[src/rtl/team_06_audio_pkg.sv]
// ---------------------------------------------------------------------------
// team_06_audio_pkg
// Shared definitions for the volume-ramp audio block.
//   step_state_e : gain stepper state (IDLE = gain settled, UP/DOWN = ramping)
//   unity_gain() : gain code that passes samples through unchanged (1 << VOL_W)
// ---------------------------------------------------------------------------
package team_06_audio_pkg;

    typedef enum logic [1:0] {
        ST_IDLE = 2'd0,
        ST_UP   = 2'd1,
        ST_DOWN = 2'd2
    } step_state_e;

    function automatic int unity_gain(input int vol_w);
        return 1 << vol_w;
    endfunction

endpackage

[src/rtl/team_06_gain_stepper.sv]
// ---------------------------------------------------------------------------
// team_06_gain_stepper
// Walks the applied gain one LSB at a time toward the selected target so that
// volume changes, mute and power-up never produce an audible step.
// Ports:
//   i_clk, i_rst_n       clock, asynchronous active-low reset
//   i_sample_valid       sample strobe; the only event that advances the ramp
//   i_volume             target volume code
//   i_enable_volume      0 = target unity gain (bypass)
//   i_mute               1 = target zero gain (wins over volume/bypass)
//   o_cur_gain           gain currently applied to samples (0..2^VOL_W)
//   o_state              stepper state, exported for observation
//   o_ramping            applied gain differs from the target
//   o_muted              mute requested and gain has reached zero
// ---------------------------------------------------------------------------
module team_06_gain_stepper
    import team_06_audio_pkg::*;
#(
    parameter int VOL_W        = 4,
    parameter int STEP_SAMPLES = 2
) (
    input  logic             i_clk,
    input  logic             i_rst_n,
    input  logic             i_sample_valid,
    input  logic [VOL_W-1:0] i_volume,
    input  logic             i_enable_volume,
    input  logic             i_mute,
    output logic [VOL_W:0]   o_cur_gain,
    output step_state_e      o_state,
    output logic             o_ramping,
    output logic             o_muted
);

    // With STEP_SAMPLES = 1 the counter is a single bit that never leaves 0.
    localparam int                 CNT_W      = (STEP_SAMPLES > 1) ? $clog2(STEP_SAMPLES) : 1;
    localparam logic [CNT_W-1:0]   CNT_LAST   = CNT_W'(STEP_SAMPLES - 1);
    localparam logic [CNT_W-1:0]   CNT_ONE    = CNT_W'(1);
    localparam logic [VOL_W:0]     GAIN_UNITY = (VOL_W+1)'(unity_gain(VOL_W));
    localparam logic [VOL_W:0]     GAIN_ONE   = (VOL_W+1)'(1);

    logic [VOL_W:0]   w_target;
    logic             w_up;
    logic [VOL_W:0]   r_cur_gain;
    logic [CNT_W-1:0] r_step_cnt;
    step_state_e      r_state;

    always_comb begin
        w_target = {1'b0, i_volume};
        if (i_mute) begin
            w_target = '0;
        end else if (!i_enable_volume) begin
            w_target = GAIN_UNITY;
        end
    end

    assign w_up = (w_target > r_cur_gain);

    // The direction is re-derived on every accepted sample, so a target change
    // mid-ramp only redirects the next step; the sample count toward that step
    // carries over. Reaching equality parks the stepper and drops the count.
    always_ff @(posedge i_clk or negedge i_rst_n) begin
        if (!i_rst_n) begin
            r_cur_gain <= '0;
            r_step_cnt <= '0;
            r_state    <= ST_IDLE;
        end else if (i_sample_valid) begin
            if (w_target == r_cur_gain) begin
                r_state    <= ST_IDLE;
                r_step_cnt <= '0;
            end else begin
                r_state <= w_up ? ST_UP : ST_DOWN;
                if (r_step_cnt == CNT_LAST) begin
                    r_step_cnt <= '0;
                    r_cur_gain <= w_up ? (r_cur_gain + GAIN_ONE) : (r_cur_gain - GAIN_ONE);
                end else begin
                    r_step_cnt <= r_step_cnt + CNT_ONE;
                end
            end
        end
    end

    assign o_cur_gain = r_cur_gain;
    assign o_state    = r_state;
    assign o_ramping  = (r_cur_gain != w_target);
    assign o_muted    = i_mute && (r_cur_gain == '0);

endmodule

[src/rtl/team_06_volume_ramp.sv]
// ---------------------------------------------------------------------------
// team_06_volume_ramp
// Scales unsigned PCM samples by a gain that ramps smoothly toward the
// requested volume, between the sample source and the PWM/DAC stage.
// Ports:
//   clk, rst           clock, asynchronous active-low reset
//   sample_valid       sample strobe (audio_in valid this cycle)
//   audio_in           input sample
//   volume             target volume code (unity = 2^VOL_W)
//   enable_volume      1 = apply volume, 0 = bypass (unity target)
//   mute               1 = fade to silence
//   audio_out          scaled sample, held between strobes
//   out_valid          one-cycle strobe, audio_out updated
//   ramping            applied gain has not reached the target
//   muted              mute requested and gain is zero
//   dbg_state          gain stepper state
//
// Handshake: there is no back-pressure. A sample is accepted in any cycle with
// sample_valid = 1; its result appears on audio_out with out_valid = 1 in the
// next cycle, one result per strobe, back-to-back strobes at full rate.
// ---------------------------------------------------------------------------
module team_06_volume_ramp
    import team_06_audio_pkg::*;
#(
    parameter int DATA_W       = 8,
    parameter int VOL_W        = 4,
    parameter int STEP_SAMPLES = 2
) (
    input  logic              clk,
    input  logic              rst,
    input  logic              sample_valid,
    input  logic [DATA_W-1:0] audio_in,
    input  logic [VOL_W-1:0]  volume,
    input  logic              enable_volume,
    input  logic              mute,
    output logic [DATA_W-1:0] audio_out,
    output logic              out_valid,
    output logic              ramping,
    output logic              muted,
    output step_state_e       dbg_state
);

    localparam int PROD_W = DATA_W + VOL_W + 1;

    logic [VOL_W:0]      w_cur_gain;
    logic [PROD_W-1:0]   w_product;
    logic [DATA_W-1:0]   r_audio_out;
    logic                r_out_valid;

    team_06_gain_stepper #(
        .VOL_W        (VOL_W),
        .STEP_SAMPLES (STEP_SAMPLES)
    ) u_stepper (
        .i_clk           (clk),
        .i_rst_n         (rst),
        .i_sample_valid  (sample_valid),
        .i_volume        (volume),
        .i_enable_volume (enable_volume),
        .i_mute          (mute),
        .o_cur_gain      (w_cur_gain),
        .o_state         (dbg_state),
        .o_ramping       (ramping),
        .o_muted         (muted)
    );

    // Uses the gain before any step taken on this same strobe. Gain never
    // exceeds unity, so the shifted product always fits in DATA_W bits.
    assign w_product = PROD_W'(audio_in) * PROD_W'(w_cur_gain);

    always_ff @(posedge clk or negedge rst) begin
        if (!rst) begin
            r_audio_out <= '0;
            r_out_valid <= 1'b0;
        end else begin
            r_out_valid <= sample_valid;
            if (sample_valid) begin
                r_audio_out <= DATA_W'(w_product >> VOL_W);
            end
        end
    end

    assign audio_out = r_audio_out;
    assign out_valid = r_out_valid;

endmodule

[config.mk]
export PLATFORM = sky130hd
export DESIGN_NAME = team_06_volume_ramp
export DESIGN_NICKNAME = d
export VERILOG_FILES = /design/src/rtl/team_06_audio_pkg.sv /design/src/rtl/team_06_gain_stepper.sv /design/src/rtl/team_06_volume_ramp.sv
export SDC_FILE = /design/constraint.sdc
export NUM_CORES = 1
export LEC_CHECK = 0
export CAP_MARGIN = 10
export CORE_MARGIN = 2
export CORE_UTILIZATION = 45
export CTS_CLUSTER_SIZE = 10
export DETAILED_ROUTE_END_ITERATION = 10
export PLACE_DENSITY = 0.73
export REMOVE_ABC_BUFFERS = 1
export SLEW_MARGIN = 40
export SYNTH_ARGS = -nofsm -noshare
export SYNTH_HDL_FRONTEND = slang
export SYNTH_SLANG_ARGS = --single-unit
export TNS_END_PERCENT = 50
[constraint.sdc]
create_clock -name clk -period 6.9 [get_ports clk]
set_input_delay 1.38 -clock clk [delete_from_list [all_inputs] [get_ports clk]]
set_output_delay 1.38 -clock clk [all_outputs]
set_load 0.01 [all_outputs]
==> results of run 1 <==
==> cell type report <==
| class | count | area (µm²) | area share [%] |
|---|---|---|---|
| timing repair buffer | 29 | 285 | 11.8 |
| multi-input combinational | 179 | 1470 | 61.1 |
| inverter | 30 | 113 | 4.67 |
| tap | 52 | 65.1 | 2.70 |
| clock inverter | 1 | 7.51 | 0.311 |
| sequential | 17 | 425 | 17.6 |
| clock buffer | 3 | 41.3 | 1.71 |
==> sequential cells by signal, summed over array words and instances (netlist names) <==
| signal | flops |
|---|---|
| audio_out | 8 |
| u_stepper.o_cur_gain | 5 |
| u_stepper.o_state | 2 |
| out_valid | 1 |
| u_stepper.r_step_cnt | 1 |
==> Yosys cell counts, types with 5 or more instances <==
| cell type | n | share of area, % |
|---|---|---|
| nand2_1 | 34 | 6.2 |
| inv_1 | 30 | 5.5 |
| ha_1 | 26 | 16 |
| and2_1 | 23 | 7.0 |
| dfrtp_1 | 17 | 21 |
| fa_1 | 17 | 17 |
| a21oi_1 | 9 | 2.2 |
| nor2_1 | 8 | 1.5 |
| o21ai_0 | 8 | 2.0 |
| a21o_1 | 7 | 2.6 |
| xnor2_1 | 7 | 3.0 |
| nand3_1 | 5 | 1.2 |
==> worst paths after layout <==
path                                    startpoint            to  slack [ns]
max                                    audio_in[1]  audio_out[6]        1.75
min in group asynchronous                      rst     out_valid        1.03
min                                   audio_out[7]  audio_out[7]        0.50
max reg2reg                u_stepper.o_cur_gain[3]  audio_out[6]        2.86
min reg2reg                           audio_out[7]  audio_out[7]        0.50
max in group asynchronous                      rst  audio_out[2]        5.60
==> logic make-up after synthesis <==
kind of cell | after synthesis | synth area share (%)
AO/OA/AOI/OAI | 36 | 11.5
XOR/XNOR | 9 | 3.85
adder cells (fa/ha/maj) | 43 | 32.5
buffers and inverters | 36 | 7.16
flip-flops | 17 | 20.8
multiplexers | 2 | 1.10
AND/OR/NAND/NOR | 89 | 23.1
==> power groups by stage <==
stage	Clock [mW]	Combinational, mW	Sequential, mW
after floorplan	0	0.760	0.210
after global placement	0	0.987	0.215
after detailed placement	0	1.01	0.217
after CTS	0.0810	1.02	0.215
after global routing	0.0869	1.16	0.225
final	0.0791	1.01	0.213
==> worst max-delay path: cells and delay by family <==
| family | cells | cell delay (ns) |
|---|---|---|
| and+or+nand+nor | 3 | 0.74 |
| AOI/OAI and AO/OA | 3 | 0.72 |
| buffers and inverters | 2 | 0.60 |
| adders and majority gates | 4 | 1.89 |
==> per-stage QoR <==
step                      util, %  area (µm²)  power [mW]  setup WS (ns)
after floorplan                 -        2010       0.970           2.22
after global placement       54.4        2370        1.20           1.53
after detailed placement     54.4        2370        1.23           1.50
after CTS                    55.5        2420        1.32           1.77
after global routing         55.4        2410        1.48           1.56
final                        55.4        2410        1.30           1.75
==> layer usage <==
metal  global-route usage [%]  wire (µm)  up-vias
met1                     23.1       1820      801
met2                     32.6       2060       36
li1                         -          -      823
met4                     1.89         14        0
met3                     3.52        188        2
met5                        0          0        -
==> results.toml, run 1 <==
[setup_path]
cp.required_ns = 7.09
worstPathArrival_ns = 5.34
critPathLaunchType = "input pin"
worst-setup-path-type = "input pin to flip-flop"
cp_cell_sequence = "clkdlybuf4s50_1 -> nand2_1 -> fa_1 -> fa_1 -> fa_1 -> inv_1 -> ha_1 -> a21o_1 -> a21oi_1 -> a21oi_1 -> or4_1 -> nand3_1"
reg2reg_depth = 11
cp_common_cell = "fa_1"
end_kind = "flip-flop"
slowest_stage = "clkdlybuf4s50_1"
path_max_fanout = 6
max_stage_delay_ns = 0.56

[global_routing]
grt_usage_pct = 18.0
overflow = 0
grt_pass1_vias = 1738
antenna_found_initial = 0
grt_pass1_wl_um = 7490
grt_max_degree = 18

[sta]
finalSetupViolations = 0
worst_pin_slew_ns = 0.518
post-route-min-period_ns = 5.15
period_share_pct = 74.6
fin_worst_skew_ns = 0.00111
rsz0062_at_grt = "false"
drv_slew = 0
holdWs_ns = 0.495
final_hold_viol_count = 0
fmax_ghz = 0.194
relSlewSlack_pct = 65.5
fin_tns_setup_ns = 0

[final_layout]
nNetsFinal = 320
drive_above_1_share_pct = 5.79
mostFrequentLayoutCell = "nand2_1"
fill_cells = 412
layout_common_cells = "nand2_1 (34), inv_1 (30), clkdlybuf4s50_1 (28), ha_1 (26), and2_1 (23)"
synthToLayoutAreaGrowth_pct = 17.9
fin_cells = 311
diodes = 0

[synthesis]
synth-edff-count = 0
ys_ff_latch = 17
synth_cell_types = 37
yosysWarnings = 0
seq_area_frac_synth_pct = 20.8
async_reset_ff_share_pct = 100
synth_ff_type = "dfrtp_1"
avgSynthCellArea_um2 = 8.82
synthesis.instances = 232
syn_area_um2 = 2050

[power_and_ir_drop]
combPwrFrac_pct = 77.5
p_leak_nw = 1.20
p_int_mw = 0.671
ir_drop_mv = 0.280
power_density_nw_per_um2 = 540
sw_frac_of_total_pct = 48.4
switchingPower_mw = 0.630
pwr-share-seq_pct = 16.4
clockPowerShare_pct = 6.1

[clock_tree]
cts_tree = "built"
cts.repair.resized = 0
htreeDepth = 1
cts_sinks = 17
post_cts_buffers = 0
clock_latency_ns = 0.26
cts-root-buf = "clkbuf_8"
clockBufferDepth = 2
cts-buffers-inserted = 3
hold_buffers = 0
path_clk_slew_ns = 0.07

[floorplan]
start_util_pct = 47.0
ioPinCount = 30
die_area_um2 = 5100
die_y_um = 71.4
fp.dieW_um = 71.4
core_area_um2 = 4350
rows = 24

[route]
wirelength_um = 4080
first_iter_violations = 58
vias_per_cell = 5.34
wl_per_cell_um = 13.1
dr.pass1.iters = 4
drtAntennaViolNets = 0
num_vias = 1662
drc = 0

[placed_design]
hpwl_um = 3340
gp_congestion = 0.814
port_buffers = 29
dpl.cell_count = 307

[job]
maxCapViolCount = 0

[worst_hold_path]
worstHoldPathType = "flip-flop to flip-flop"
min_delay_path_depth = 2

[outcome]
status = "finished, final reports clean"
(Power assumes the default switching activity.)
==> inputs of run 2 (changes only) <==
--- a/config.mk
+++ b/config.mk
@@ -10,7 +10,7 @@
 export CORE_UTILIZATION = 45
 export CTS_CLUSTER_SIZE = 10
 export DETAILED_ROUTE_END_ITERATION = 10
-export PLACE_DENSITY = 0.73
+export PLACE_DENSITY = 0.76
 export REMOVE_ABC_BUFFERS = 1
 export SLEW_MARGIN = 40
 export SYNTH_ARGS = -nofsm -noshare
==> constraint.sdc (replaced) <==
create_clock -name clk -period 4.45 [get_ports clk]
set_input_delay 0.89 -clock clk [delete_from_list [all_inputs] [get_ports clk]]
set_output_delay 0.89 -clock clk [all_outputs]
set_load 0.01 [all_outputs]
==> run 2 against run 1 <==
Net effect: via count increased by 2.0%; clock power is 45% higher; wire length is 1.7% higher; hold slack about the same; sequential power is 56% higher; first-iteration DRC count increased by 47%; die area stayed put; cell count is 4.5% higher; largest power group unchanged.
==> results.toml, run 2 (synthesis results as in run 1) <==
[power_and_ir_drop]
clockPowerShare_pct = 5.1
power_density_nw_per_um2 = 896
pwr-share-seq_pct = 14.7
combPwrFrac_pct = 80.2
p_int_mw = 1.23
switchingPower_mw = 1.03
sw_frac_of_total_pct = 45.5
power_mw = 2.26
ir_drop_mv = 0.422
p_leak_nw = 1.29

[route]
first_iter_violations = 85
vias_per_cell = 5.22
wl_per_cell_um = 12.8
routed-wl-met3_um = 150
top_layer = "met4"
drc = 0
dr.pass1.iters = 4
met2WireLength_um = 2110
drt-met1-wl_um = 1870
drtAntennaViolNets = 0
wirelength_um = 4150
num_vias = 1696

[global_routing]
grt_max_degree = 18
antenna_found_initial = 0
grt_pass1_vias = 1767
overflow = 0
grt_usage_pct = 18.5
grt_pass1_wl_um = 7690

[sta]
post-route-min-period_ns = 4.36
relSlewSlack_pct = 66.2
fin_worst_skew_ns = 0.00188
finalSetupViolations = 0
worst_pin_slew_ns = 0.506
setup_slack_ns = 0.0945
period_share_pct = 97.9
drv_slew = 0
rsz0062_at_grt = "true"
fmax_ghz = 0.230
final_hold_viol_count = 0

[setup_path]
ff2ff_setup_slack_ns = 0.53
critPathLaunchType = "input pin"
worst-setup-path-type = "input pin to flip-flop"
slowest_stage = "fa_1"
path_max_fanout = 4
cp.required_ns = 4.58
max_stage_delay_ns = 0.54
cp_common_cell = "fa_1"
cp_cell_sequence = "clkdlybuf4s50_1 -> and2_4 -> fa_1 -> fa_1 -> inv_1 -> fa_1 -> inv_1 -> ha_1 -> buf_4 -> and3_1 -> o41ai_1 -> or4_1 -> nand3_1"
end_kind = "flip-flop"
worstPathArrival_ns = 4.49

[final_layout]
largest_register_ffs = 8
layout_common_cells = "nand2_1 (34), inv_1 (30), ha_1 (26), clkdlybuf4s50_1 (25), and2_1 (20)"
mostFrequentLayoutCell = "nand2_1"
finalInstanceArea_um2 = 2530
diodes = 0
fin_util_pct = 58.0
synthToLayoutAreaGrowth_pct = 23.5
drive_above_1_share_pct = 12.1
fin_cells = 325
nNetsFinal = 334

[floorplan]
rows = 24
fp.dieW_um = 71.4
die_y_um = 71.4
core_area_um2 = 4350
start_util_pct = 47.0
ioPinCount = 30
die_area_um2 = 5100

[clock_tree]
cts_sinks = 17
cts_tree = "built"
post_cts_buffers = 0
clockBufferDepth = 2
htreeDepth = 1
hold_buffers = 0
cts-buffers-inserted = 3
clock_latency_ns = 0.25
cts-root-buf = "clkbuf_8"
path_clk_slew_ns = 0.06

[placed_design]
dpl.cell_count = 321
pre_cts_ws_ns = -0.296
port_buffers = 29
placed_area_um2 = 2470
gp_congestion = 0.794
hpwl_um = 3480

[outcome]
status = "finished, final reports clean"

[job]
maxCapViolCount = 0

[worst_hold_path]
worstHoldPathType = "flip-flop to flip-flop"
run 2: what timing repair did:
action | 4_1_cts | 5_1_grt
pin swaps | 1 | 5
setup endpoints to repair | 3 | 6
gates resized for setup | 2 | 8
run 2: area by class of cell:
| class | count | area [µm²] |
|---|---|---|
| Clock buffer | 4 | 45.0 |
| Fill cell | 405 | 1830 |
| Inverter | 30 | 113 |
| Multi-Input combinational cell | 179 | 1490 |
| Sequential cell | 17 | 425 |
| Tap cell | 52 | 65.1 |
| Timing Repair Buffer | 43 | 390 |
run 2: layer usage:
layer	global-route usage, %	vias to the layer above
li1	-	845
met1	24.0	821
met2	33.4	28
met3	3.23	2
met4	1.89	0
met5	0	-
run 2: worst paths after layout:
path,from,end,cells past startpoint
worst max-delay path,audio_in[5],audio_out[7],13
worst min-delay path,u_stepper.o_state[0],u_stepper.o_state[0],2
worst max register to register,u_stepper.o_cur_gain[3],audio_out[7],12
worst min register to register,u_stepper.o_state[0],u_stepper.o_state[0],2
max in group asynchronous,rst,u_stepper.o_cur_gain[4],1
min in group asynchronous,rst,u_stepper.o_state[0],1
run 2: stage by stage:
stage / hold WS, ns / TNS [ns]
4_1_cts: 0.499 / 0
3_5_place_dp: 0.472 / -1.39
6_report: 0.495 / 0
3_3_place_gp: 0.472 / -1.09
2_1_floorplan: 0.517 / 0
5_1_grt: 0.529 / -0.0278
run 2: worst max-delay path, delay by kind of cell:
kind / cells / cell delay, ns
AO/OA/AOI/OAI: 1 / 0.46
buffers and inverters: 4 / 0.66
adder cells (fa/ha/maj): 4 / 1.84
AND/OR/NAND/NOR: 4 / 0.63
run 2: power groups by stage:
stage	logic (mW)	clock network, mW	registers (mW)
after floorplan	1.18	0	0.325
after CTS	1.81	0.120	0.336
final	1.82	0.115	0.333
after detailed placement	1.80	0	0.337
after global routing	2.10	0.127	0.351
after global placement	1.74	0	0.335
==> inputs of run 3 (changes only) <==
--- a/config.mk
+++ b/config.mk
@@ -12,7 +12,7 @@
 export DETAILED_ROUTE_END_ITERATION = 10
 export PLACE_DENSITY = 0.76
 export REMOVE_ABC_BUFFERS = 1
-export SLEW_MARGIN = 40
+export SLEW_MARGIN = 25
 export SYNTH_ARGS = -nofsm -noshare
 export SYNTH_HDL_FRONTEND = slang
 export SYNTH_SLANG_ARGS = --single-unit
==> run 3 against run 2 <==
Net effect: final area rose by 0.20%; flip-flop and latch count did not move; setup slack barely moved; core utilization rose by 0.11 points; cell count did not move; sequential share of layout area barely moved; critical path depth did not move.
==> results.toml, run 3 (synthesis results as in run 1) <==
[placed_design]
port_buffers = 29
hpwl_um = 3480
gp_congestion = 0.794
placed_area_um2 = 2470

[final_layout]
seq_area_um2 = 425
mostFrequentLayoutCell = "nand2_1"
diodes = 0
largest_register_ffs = 8
nNetsFinal = 334
multi_input_area_um2 = 1490
synthToLayoutAreaGrowth_pct = 23.8
finalInstanceArea_um2 = 2530
fin_util_pct = 58.2
fill_cells = 404
layout_common_cells = "nand2_1 (34), inv_1 (30), ha_1 (26), clkdlybuf4s50_1 (26), and2_1 (20)"
drive_above_1_share_pct = 11.7

[setup_path]
ff2ff_setup_slack_ns = 0.53
worst-setup-path-type = "input pin to flip-flop"
critPathLaunchType = "input pin"
end_kind = "flip-flop"
path_max_fanout = 4
cp.required_ns = 4.58
worstPathArrival_ns = 4.49

[route]
drtAntennaViolNets = 0
wl_per_cell_um = 12.8
wirelength_um = 4150
vias_per_cell = 5.22
num_vias = 1696
drc = 0
first_iter_violations = 85
dr.pass1.iters = 4

[floorplan]
core_area_um2 = 4350
ioPinCount = 30
die_y_um = 71.4
rows = 24
start_util_pct = 47.0
fp.dieW_um = 71.4
die_area_um2 = 5100

[global_routing]
overflow = 0
grt_pass1_wl_um = 7690
grt_usage_pct = 18.5
grt_pass1_vias = 1767
grt_max_degree = 18
antenna_found_initial = 0

[outcome]
status = "finished, final reports clean"

[power_and_ir_drop]
ir_drop_mv = 0.422
power_mw = 2.26
power_density_nw_per_um2 = 894
p_leak_nw = 1.29

[clock_tree]
clock_latency_ns = 0.25
cts_tree = "built"
clockBufferDepth = 2
cts-root-buf = "clkbuf_8"
path_clk_slew_ns = 0.06
post_cts_buffers = 0
htreeDepth = 1
cts_sinks = 17
cts-buffers-inserted = 3

[sta]
worst_pin_slew_ns = 0.760
rsz0062_at_grt = "true"
drv_slew = 0
relSlewSlack_pct = 49.2
fin_worst_skew_ns = 0.00188
fin_tns_setup_ns = 0
post-route-min-period_ns = 4.36
fmax_ghz = 0.230
period_share_pct = 97.9
finalSetupViolations = 0
final_hold_viol_count = 0

[job]
maxCapViolCount = 0

[worst_hold_path]
worstHoldPathType = "flip-flop to flip-flop"
-- run 3: changes by cell type in the layout (fill, tap and decap cells not counted) --
cell and delta:
clkdlybuf4s50_1 +1, buf_2 -1
-- run 3: worst paths after layout --
| kind | startpoint | endpoint | cells past startpoint |
|---|---|---|---|
| setup / recovery | audio_in[5] | audio_out[7] | 13 |
| min in group asynchronous | rst | u_stepper.o_state[0] | 1 |
| setup reg to reg | u_stepper.o_cur_gain[3] | audio_out[7] | 12 |
| max in group asynchronous | rst | u_stepper.o_cur_gain[4] | 1 |
| hold / removal | u_stepper.o_state[0] | u_stepper.o_state[0] | 2 |
| hold reg to reg | u_stepper.o_state[0] | u_stepper.o_state[0] | 2 |
-- run 3: timing repair --
item                       4_1_cts  5_1_grt
hold buffers                     0        0
hold endpoints to repair         0        0
gates resized for setup          2        8
pin swaps                        1        5
setup endpoints to repair        3        6
-- run 3: area by class of cell --
| class | count | area share [%] |
|---|---|---|
| Clock buffer | 4 | 1.78 |
| Tap cell | 52 | 2.57 |
| Sequential cell | 17 | 16.8 |
| Inverter | 30 | 4.45 |
| Multi-Input combinational cell | 179 | 58.8 |
| Timing Repair Buffer | 43 | 15.6 |
-- run 3: report_power, final --
group,switching [mW],leakage [nW],internal [mW]
sequential,0.102,0.204,0.231
clock,0.0516,0.0228,0.0635
combinational,0.876,1.06,0.939
total,1.03,1.29,1.23
-- run 3: per-stage QoR --
stage / setup WS, ns / hold WS, ns / std cells
after floorplan: 0.264 / 0.517 / 226
final: 0.0945 / 0.496 / 325
after detailed placement: -0.296 / 0.472 / 321
after global placement: -0.240 / 0.472 / 321
after CTS: 0.0100 / 0.499 / 325
after global routing: -0.0278 / 0.529 / 325
-- run 3: critical path: stages --
cell and delay, ns:
clkdlybuf4s50_1 0.42, and2_4 0.17, fa_1 0.48, fa_1 0.54, inv_1 0.05, fa_1 0.53
inv_1 0.04, ha_1 0.29, buf_4 0.15, and3_1 0.20, o41ai_1 0.46, or4_1 0.19
nand3_1 0.07
-- run 3: routing by layer --
metal | vias up | share of wire, % | global-route usage (%)
met4 | 0 | 0.34 | 1.89
met1 | 821 | 45 | 24.0
li1 | 845 | - | -
met2 | 28 | 51 | 33.4
met3 | 2 | 3.5 | 3.23
met5 | - | 0 | 0
